<file path="config.mk">
export PLATFORM = sky130hd
export DESIGN_NAME = fifo_window_reader_flat
export DESIGN_NICKNAME = d
export VERILOG_FILES = /design/src/rtl/cnn_pkg.sv /design/src/rtl/fifo_window_reader_if.sv /design/src/rtl/fifo_window_reader.sv /design/src/flat_wrapper.sv
export SDC_FILE = /design/constraint.sdc
export NUM_CORES = 1
export LEC_CHECK = 0
export CORE_MARGIN = 1
export CORE_UTILIZATION = 45
export CTS_CLUSTER_DIAMETER = 120
export DETAILED_ROUTE_END_ITERATION = 6
export MAX_ROUTING_LAYER = met4
export PLACE_DENSITY = 0.73
export RECOVER_POWER = 100
export REMOVE_ABC_BUFFERS = 1
export SLEW_MARGIN = 20
export SYNTH_ARGS = -nofsm -noshare
export SYNTH_HDL_FRONTEND = slang
export SYNTH_SLANG_ARGS = --single-unit
</file>
<file path="constraint.sdc">
create_clock -name clk -period 6.1 [get_ports clk]
set_clock_uncertainty 0.1 [all_clocks]
set_input_delay 1.83 -clock clk [delete_from_list [all_inputs] [get_ports clk]]
set_output_delay 1.83 -clock clk [all_outputs]
set_load 0.05 [all_outputs]
</file>
<file path="src/rtl/cnn_pkg.sv">
// Shared definitions for the CNN front-end blocks: FSM state encodings and
// default datapath widths used by fifo_window_reader.
package cnn_pkg;

    // Window reader FSM states
    typedef enum logic [1:0] {
        IDLE  = 2'd0,
        EMIT  = 2'd1,
        FLUSH = 2'd2
    } state_t;

    // Default tap data width, FIFO address bits and row length/count width
    localparam int unsigned DEF_WIDTH    = 8;
    localparam int unsigned DEF_ADDR_BIT = 3;
    localparam int unsigned DEF_LEN_BIT  = 8;

    // Width of the optional statistics counters
    localparam int unsigned STAT_W = 16;

endpackage : cnn_pkg

</file>
<file path="src/rtl/fifo_window_reader_if.sv">
// Bus bundle between the window reader, its upstream FIFO and the downstream
// window sink.
//   fifo_cnt        FIFO occupancy
//   fifo_tap0/1/2   FIFO entries at front, front+1, front+2 (tap0 oldest)
//   fifo_ren        FIFO pop, one entry per asserted cycle
//   win0/1/2        window payload, win0 oldest
//   win_valid       window valid
//   win_ready       downstream ready
// Modports: master = the window reader, slave = FIFO plus window sink.
interface fifo_window_reader_if
    import cnn_pkg::*;
#(
    parameter int unsigned WIDTH    = DEF_WIDTH,
    parameter int unsigned ADDR_BIT = DEF_ADDR_BIT
);

    logic [ADDR_BIT:0] fifo_cnt;
    logic [WIDTH-1:0]  fifo_tap0;
    logic [WIDTH-1:0]  fifo_tap1;
    logic [WIDTH-1:0]  fifo_tap2;
    logic              fifo_ren;
    logic [WIDTH-1:0]  win0;
    logic [WIDTH-1:0]  win1;
    logic [WIDTH-1:0]  win2;
    logic              win_valid;
    logic              win_ready;

    modport master (
        input  fifo_cnt, fifo_tap0, fifo_tap1, fifo_tap2, win_ready,
        output fifo_ren, win0, win1, win2, win_valid
    );

    modport slave (
        output fifo_cnt, fifo_tap0, fifo_tap1, fifo_tap2, win_ready,
        input  fifo_ren, win0, win1, win2, win_valid
    );

endinterface : fifo_window_reader_if

</file>
<file path="src/rtl/fifo_window_reader.sv">
// Reads rows out of an upstream FIFO as sliding 3-entry windows. Each row of
// row_len entries yields row_len-2 windows; the last two entries of a row are
// then popped without emitting. A frame is num_rows rows.
// Ports:
//   clk, rst           clock, synchronous active-low reset
//   start              frame request (sampled in IDLE only)
//   row_len, num_rows  frame geometry, captured on an accepted start
//   bus (master)       FIFO taps/count/pop and window valid/ready bundle
//   busy               not in IDLE
//   done               one-cycle pulse after the final row completes
//   err                one-cycle pulse after a rejected start
//   win_total, stall_cycles  optional saturating statistics, present only
//                      when FIFO_WINDOW_READER_STATS_EN is defined
module fifo_window_reader
    import cnn_pkg::*;
#(
    parameter int unsigned WIDTH    = DEF_WIDTH,
    parameter int unsigned ADDR_BIT = DEF_ADDR_BIT,
    parameter int unsigned LEN_BIT  = DEF_LEN_BIT
) (
    input  logic                 clk,
    input  logic                 rst,
    input  logic                 start,
    input  logic [LEN_BIT-1:0]   row_len,
    input  logic [LEN_BIT-1:0]   num_rows,
    fifo_window_reader_if.master bus,
    output logic                 busy,
    output logic                 done,
    output logic                 err
`ifdef FIFO_WINDOW_READER_STATS_EN
    ,
    output logic [STAT_W-1:0]    win_total,
    output logic [STAT_W-1:0]    stall_cycles
`endif
);

    localparam int unsigned CNT_W = ADDR_BIT + 1;

    state_t             state_q, state_d;
    logic [LEN_BIT-1:0] row_len_q, num_rows_q;
    logic [LEN_BIT-1:0] col_q, col_d;
    logic [LEN_BIT-1:0] row_q, row_d;
    logic [WIDTH-1:0]   win0_q, win1_q, win2_q;
    logic               win_valid_q, win_valid_d;
    logic               fire_c, pop_c, cap_c, done_d, err_d;
    logic               have_win_c, have_one_c, can_load_c;

    assign have_win_c = (bus.fifo_cnt >= CNT_W'(3));
    assign have_one_c = (bus.fifo_cnt != '0);
    assign can_load_c = !win_valid_q || bus.win_ready;

    // Pop has to coincide with the cycle the taps are consumed, so it is
    // decoded from the current state rather than registered.
    assign bus.fifo_ren  = rst && pop_c;
    assign bus.win0      = win0_q;
    assign bus.win1      = win1_q;
    assign bus.win2      = win2_q;
    assign bus.win_valid = win_valid_q;

    // State register
    always_ff @(posedge clk) begin
        if (!rst) begin
            state_q <= IDLE;
        end else begin
            state_q <= state_d;
        end
    end

    // Next state, pop/fire decode and counter updates
    always_comb begin
        state_d = state_q;
        col_d   = col_q;
        row_d   = row_q;
        fire_c  = 1'b0;
        pop_c   = 1'b0;
        cap_c   = 1'b0;
        done_d  = 1'b0;
        err_d   = 1'b0;
        unique case (state_q)
            IDLE: begin
                if (start) begin
                    if ((row_len >= LEN_BIT'(3)) && (num_rows != '0)) begin
                        cap_c   = 1'b1;
                        col_d   = '0;
                        row_d   = '0;
                        state_d = EMIT;
                    end else begin
                        err_d = 1'b1;
                    end
                end
            end
            EMIT: begin
                if (have_win_c && can_load_c) begin
                    fire_c = 1'b1;
                    pop_c  = 1'b1;
                    col_d  = col_q + LEN_BIT'(1);
                    if (col_q == row_len_q - LEN_BIT'(3)) begin
                        state_d = FLUSH;
                    end
                end
            end
            FLUSH: begin
                // col runs on through row_len-2 and row_len-1 for the two
                // trailing entries; the second one closes the row.
                if (have_one_c) begin
                    pop_c = 1'b1;
                    if (col_q == row_len_q - LEN_BIT'(1)) begin
                        row_d = row_q + LEN_BIT'(1);
                        if (row_q == num_rows_q - LEN_BIT'(1)) begin
                            done_d  = 1'b1;
                            state_d = IDLE;
                        end else begin
                            col_d   = '0;
                            state_d = EMIT;
                        end
                    end else begin
                        col_d = col_q + LEN_BIT'(1);
                    end
                end
            end
            default: state_d = IDLE;
        endcase

        // A new window replaces the old one; otherwise a handshake retires it
        win_valid_d = win_valid_q;
        if (fire_c) begin
            win_valid_d = 1'b1;
        end else if (win_valid_q && bus.win_ready) begin
            win_valid_d = 1'b0;
        end
    end

    // Datapath and registered status outputs
    always_ff @(posedge clk) begin
        if (!rst) begin
            row_len_q   <= '0;
            num_rows_q  <= '0;
            col_q       <= '0;
            row_q       <= '0;
            win0_q      <= '0;
            win1_q      <= '0;
            win2_q      <= '0;
            win_valid_q <= 1'b0;
            busy        <= 1'b0;
            done        <= 1'b0;
            err         <= 1'b0;
        end else begin
            if (cap_c) begin
                row_len_q  <= row_len;
                num_rows_q <= num_rows;
            end
            if (fire_c) begin
                win0_q <= bus.fifo_tap0;
                win1_q <= bus.fifo_tap1;
                win2_q <= bus.fifo_tap2;
            end
            col_q       <= col_d;
            row_q       <= row_d;
            win_valid_q <= win_valid_d;
            busy        <= (state_d != IDLE);
            done        <= done_d;
            err         <= err_d;
        end
    end

`ifdef FIFO_WINDOW_READER_STATS_EN
    // Saturating window and FIFO-starvation counters, restarted per frame
    always_ff @(posedge clk) begin
        if (!rst || cap_c) begin
            win_total    <= '0;
            stall_cycles <= '0;
        end else begin
            if (fire_c && (win_total != '1)) begin
                win_total <= win_total + STAT_W'(1);
            end
            if ((state_q == EMIT) && !have_win_c && (stall_cycles != '1)) begin
                stall_cycles <= stall_cycles + STAT_W'(1);
            end
        end
    end
`endif

endmodule : fifo_window_reader
</file>
<file path="src/flat_wrapper.sv">
// flat-port wrapper written by rule: the top's interface ports become plain ports
module fifo_window_reader_flat import cnn_pkg::*;
#(
    parameter int unsigned WIDTH    = DEF_WIDTH,
    parameter int unsigned ADDR_BIT = DEF_ADDR_BIT,
    parameter int unsigned LEN_BIT  = DEF_LEN_BIT
)
  (clk, rst, start, row_len, num_rows, busy, done, err, bus_fifo_cnt, bus_fifo_tap0, bus_fifo_tap1, bus_fifo_tap2, bus_win_ready, bus_fifo_ren, bus_win0, bus_win1, bus_win2, bus_win_valid);
  fifo_window_reader_if #(.WIDTH(WIDTH), .ADDR_BIT(ADDR_BIT)) bus_i ();
  input  logic clk;
  input  logic rst;
  input  logic start;
  input  logic [LEN_BIT-1:0] row_len;
  input  logic [LEN_BIT-1:0] num_rows;
  output logic busy;
  output logic done;
  output logic err;
  input wire logic [$bits(bus_i.fifo_cnt)-1:0] bus_fifo_cnt;
  input wire logic [$bits(bus_i.fifo_tap0)-1:0] bus_fifo_tap0;
  input wire logic [$bits(bus_i.fifo_tap1)-1:0] bus_fifo_tap1;
  input wire logic [$bits(bus_i.fifo_tap2)-1:0] bus_fifo_tap2;
  input wire logic [$bits(bus_i.win_ready)-1:0] bus_win_ready;
  output wire logic [$bits(bus_i.fifo_ren)-1:0] bus_fifo_ren;
  output wire logic [$bits(bus_i.win0)-1:0] bus_win0;
  output wire logic [$bits(bus_i.win1)-1:0] bus_win1;
  output wire logic [$bits(bus_i.win2)-1:0] bus_win2;
  output wire logic [$bits(bus_i.win_valid)-1:0] bus_win_valid;
  assign bus_i.fifo_cnt = bus_fifo_cnt;
  assign bus_i.fifo_tap0 = bus_fifo_tap0;
  assign bus_i.fifo_tap1 = bus_fifo_tap1;
  assign bus_i.fifo_tap2 = bus_fifo_tap2;
  assign bus_i.win_ready = bus_win_ready;
  assign bus_fifo_ren = bus_i.fifo_ren;
  assign bus_win0 = bus_i.win0;
  assign bus_win1 = bus_i.win1;
  assign bus_win2 = bus_i.win2;
  assign bus_win_valid = bus_i.win_valid;
  fifo_window_reader #(.WIDTH(WIDTH), .ADDR_BIT(ADDR_BIT), .LEN_BIT(LEN_BIT)) u_core (.clk(clk), .rst(rst), .start(start), .row_len(row_len), .num_rows(num_rows), .bus(bus_i), .busy(busy), .done(done), .err(err));
endmodule
</file>
==> flow_summary.ini <==
[outcome]
outcome = complete, but fails checks
failed_checks = capacitance limit, slew limit

[detailed_routing]
routed_via_density = 5.35
first_pass_iters = 4
postRouteAntennaNets = 0
wl_per_cell_um = 14.3
drc_errors = 0
drt_wl_total_mm = 8.32
drtIter0Drc = 118
vias = 3103

[global_route]
grt_util_all_layers = 0.232
overflow = 0
first_global_vias = 2936
grt_pass1_wl_mm = 13.6
grt_max_degree = 50
antenna_found_initial = 0

[sta]
whs_ns = 0.364
fin_setup_tns_ns = 0
setup_violations = 0
worst_slew_pin_slew_ns = 1.75
grt_setup_unrepaired = no
fin_ws_ns = 0.831
timing.final.crit_share = 0.864
min_period_ns = 5.27
max_slew_margin = -0.167
final-hold-violation-count = 0
clock.fmax_ghz = 0.190
report.final.slew_viol_count = 50

[finish]
nets = 533
fillers = 683
areaGrowthSynthToFinish_pct = 30.5
antenna_cells = 0
final_cells = 580
drive_gt1_frac = 0.0624

[cts]
post_cts_buffers = 0
clock-sinks = 62
cts_tree = done
cts.path.max_buffers = 2
holdBufCountCts = 0
cts_resized = 0
cts_root_buf = clkbuf_8
cts.clk_slew.worst_paths_ns = 0.07
htreeDepth = 3
cts_buffers = 9
clk-insertion-delay-late_ns = 0.34

[logic_synthesis]
ys_ff_latch = 62
synthAdderAreaFrac = 0.0330
postSynthAreaPerCell_sq_um = 8.43
synth_edf_count = 0
async_reset_ff_frac = 0
synthCells = 405
ys_warn_count = 0
netlist_area_sq_um = 3410
synth.distinct_cells = 52
synth_top_family_by_area = simple AND/OR/NAND/NOR gates
synth-compound-area-share = 0.176
yosys_most_used_dff = dfxtp_1
synth_mux_area_frac = 0.0557
synthXorXnorAreaFrac = 0.0795
synth-simple-area-share = 0.245
synth.yosys.seq_area_share = 0.364

[placement]
dp_hpwl_mm = 6.07
gp_congestion = 0.896
dp.cells = 564
pre_cts_slack_ns = 0.935
port_buffers = 76

[die]
rows = 31
fp.dieW_um = 89.1
start_util = 0.468
core_area_sq_um = 7290
die_h_um = 89.1
io_pins = 77
die_area_sq_um = 7940

[setup_path]
cp_top_family = simple AND/OR/NAND/NOR gates
r2r_cells = 9
critPathSlowestCell = or4_1
cp_cell_sequence = clkdlybuf4s50_1 > or4_1 > nand2_1 > a21oi_1 > clkbuf_1
cp-end-kind = output port
critPathBufInv = 2
max_stage_delay_ns = 0.60
crit_fanout = 4
path_class = input port to output port
cp.required_ns = 4.17
critPathArrivalTime_ns = 3.34
r2r_slack_ns = 2.80
cp.depth = 5
critPathLaunchType = input port

[power_and_ir_drop]
p_per_area_nw_per_um2 = 265
ir_drop_v = 0.000133
leakage_nw = 1.72
internal-power_w = 0.000804
combPwrFrac = 0.263
clkPwrFrac = 0.349
pwr-share-seq = 0.388
power.switching_w = 0.000378
total_power_w = 0.00118
switching_share = 0.320

[run]
maxCapViolCount = 1

[hold_path]
whs_path_depth = 2
hold_class = flop to flop
[cell families (layout without fill, tap and decap cells)]
| group | count (synthesis) | count (layout) |
|---|---|---|
| AO/OA/AOI/OAI | 82 | 82 |
| multiplexers | 19 | 19 |
| XOR/XNOR | 31 | 31 |
| adder cells (fa/ha/maj) | 9 | 9 |
| flip-flops | 62 | 62 |
| buffers and inverters | 39 | 115 |
| AND/OR/NAND/NOR | 163 | 163 |
[tightest hold or removal path, delay by kind of cell, from the launching register on]
family             cells  cell delay [ns]
AOI/OAI and AO/OA      1             0.06
and+or+nand+nor        1             0.04
DFF                    1             0.31
[routing by layer]
| layer | wire length (um) | part of all wire | GRT usage | vias up |
|---|---|---|---|---|
| met5 | 0 | 0 | - | - |
| met4 | 136 | 0.016 | 0.0938 | 0 |
| met3 | 321 | 0.039 | 0.0582 | 12 |
| met2 | 3980 | 0.48 | 0.360 | 67 |
| met1 | 3880 | 0.47 | 0.289 | 1464 |
| li1 | - | - | - | 1560 |
[cell usage in the layout (no fill, tap or decap), types with 10 or more instances in the layout]
cell	Yosys	layout
a21boi_0	26	26
nor2b_1	22	22
nand2_1	61	61
dfxtp_1	62	62
nand3_1	13	13
clkdlybuf4s50_1	0	46
inv_1	19	19
clkbuf_8	0	10
nor2_1	17	17
a21oi_1	14	14
xnor2_1	15	15
xor2_1	16	16
mux2i_1	19	19
dlygate4sd3_1	0	29
[cell usage after synthesis (8+ instances only)]
| cell type | number | area, sq um |
|---|---|---|
| dfxtp_1 | 62 | 1240 |
| nand2_1 | 61 | 229 |
| a21boi_0 | 26 | 195 |
| nor2b_1 | 22 | 138 |
| inv_1 | 19 | 71.3 |
| mux2i_1 | 19 | 190 |
| clkbuf_1 | 18 | 67.6 |
| nor2_1 | 17 | 63.8 |
| xor2_1 | 16 | 140 |
| xnor2_1 | 15 | 131 |
| a21oi_1 | 14 | 70.1 |
| nand3_1 | 13 | 65.1 |
| ha_1 | 9 | 113 |
| and3_1 | 8 | 50.1 |
| nor3_1 | 8 | 40.0 |
[per-stage QoR]
stage,utilization,instance area [sq um]
6_report,0.611,4460
5_1_grt,0.611,4460
4_1_cts,0.614,4480
3_5_place_dp,0.583,4250
3_3_place_gp,0.583,4250
2_1_floorplan,-,3320
[layout make-up]
class | instances | area, sq um | area share
clock inverters | 6 | 93.8 | 0.0211
clock buffers | 10 | 138 | 0.0309
multi-input cells | 304 | 2010 | 0.450
well taps | 99 | 124 | 0.0278
inverters | 19 | 71.3 | 0.0160
repair buffers | 80 | 781 | 0.175
flip-flops and latches | 62 | 1240 | 0.279
[path summary, 6_finish.rpt]
check | start | end
max reg2reg | u_core.num_rows_q[0] | u_core.col_q[5]
min reg2reg | u_core.bus.win2[2] | u_core.bus.win2[2]
min | u_core.bus.win2[2] | u_core.bus.win2[2]
max | bus_fifo_cnt[0] | bus_fifo_ren
[flip-flops by register name, indices dropped and copies added (netlist names)]
signal and flops:
u_core.row_len_q 8, u_core.bus.win0 8, u_core.bus.win_valid 1, u_core.col_q 8
u_core.row_q 8, u_core.done 1, u_core.num_rows_q 8, u_core.bus.win2 8
u_core.err 1, u_core.bus.win1 8, u_core.state_q 2, u_core.busy 1
[power by group through the flow]
stage | registers (W) | logic (W) | clock network, W
floorplan | 0.000521 | 0.000151 | 0
global placement | 0.000467 | 0.000312 | 0
detailed placement | 0.000468 | 0.000318 | 0
CTS | 0.000459 | 0.000319 | 0.000422
global route | 0.000462 | 0.000338 | 0.000440
finish | 0.000458 | 0.000311 | 0.000412
Note: power is estimated with default switching activity, not from simulation.
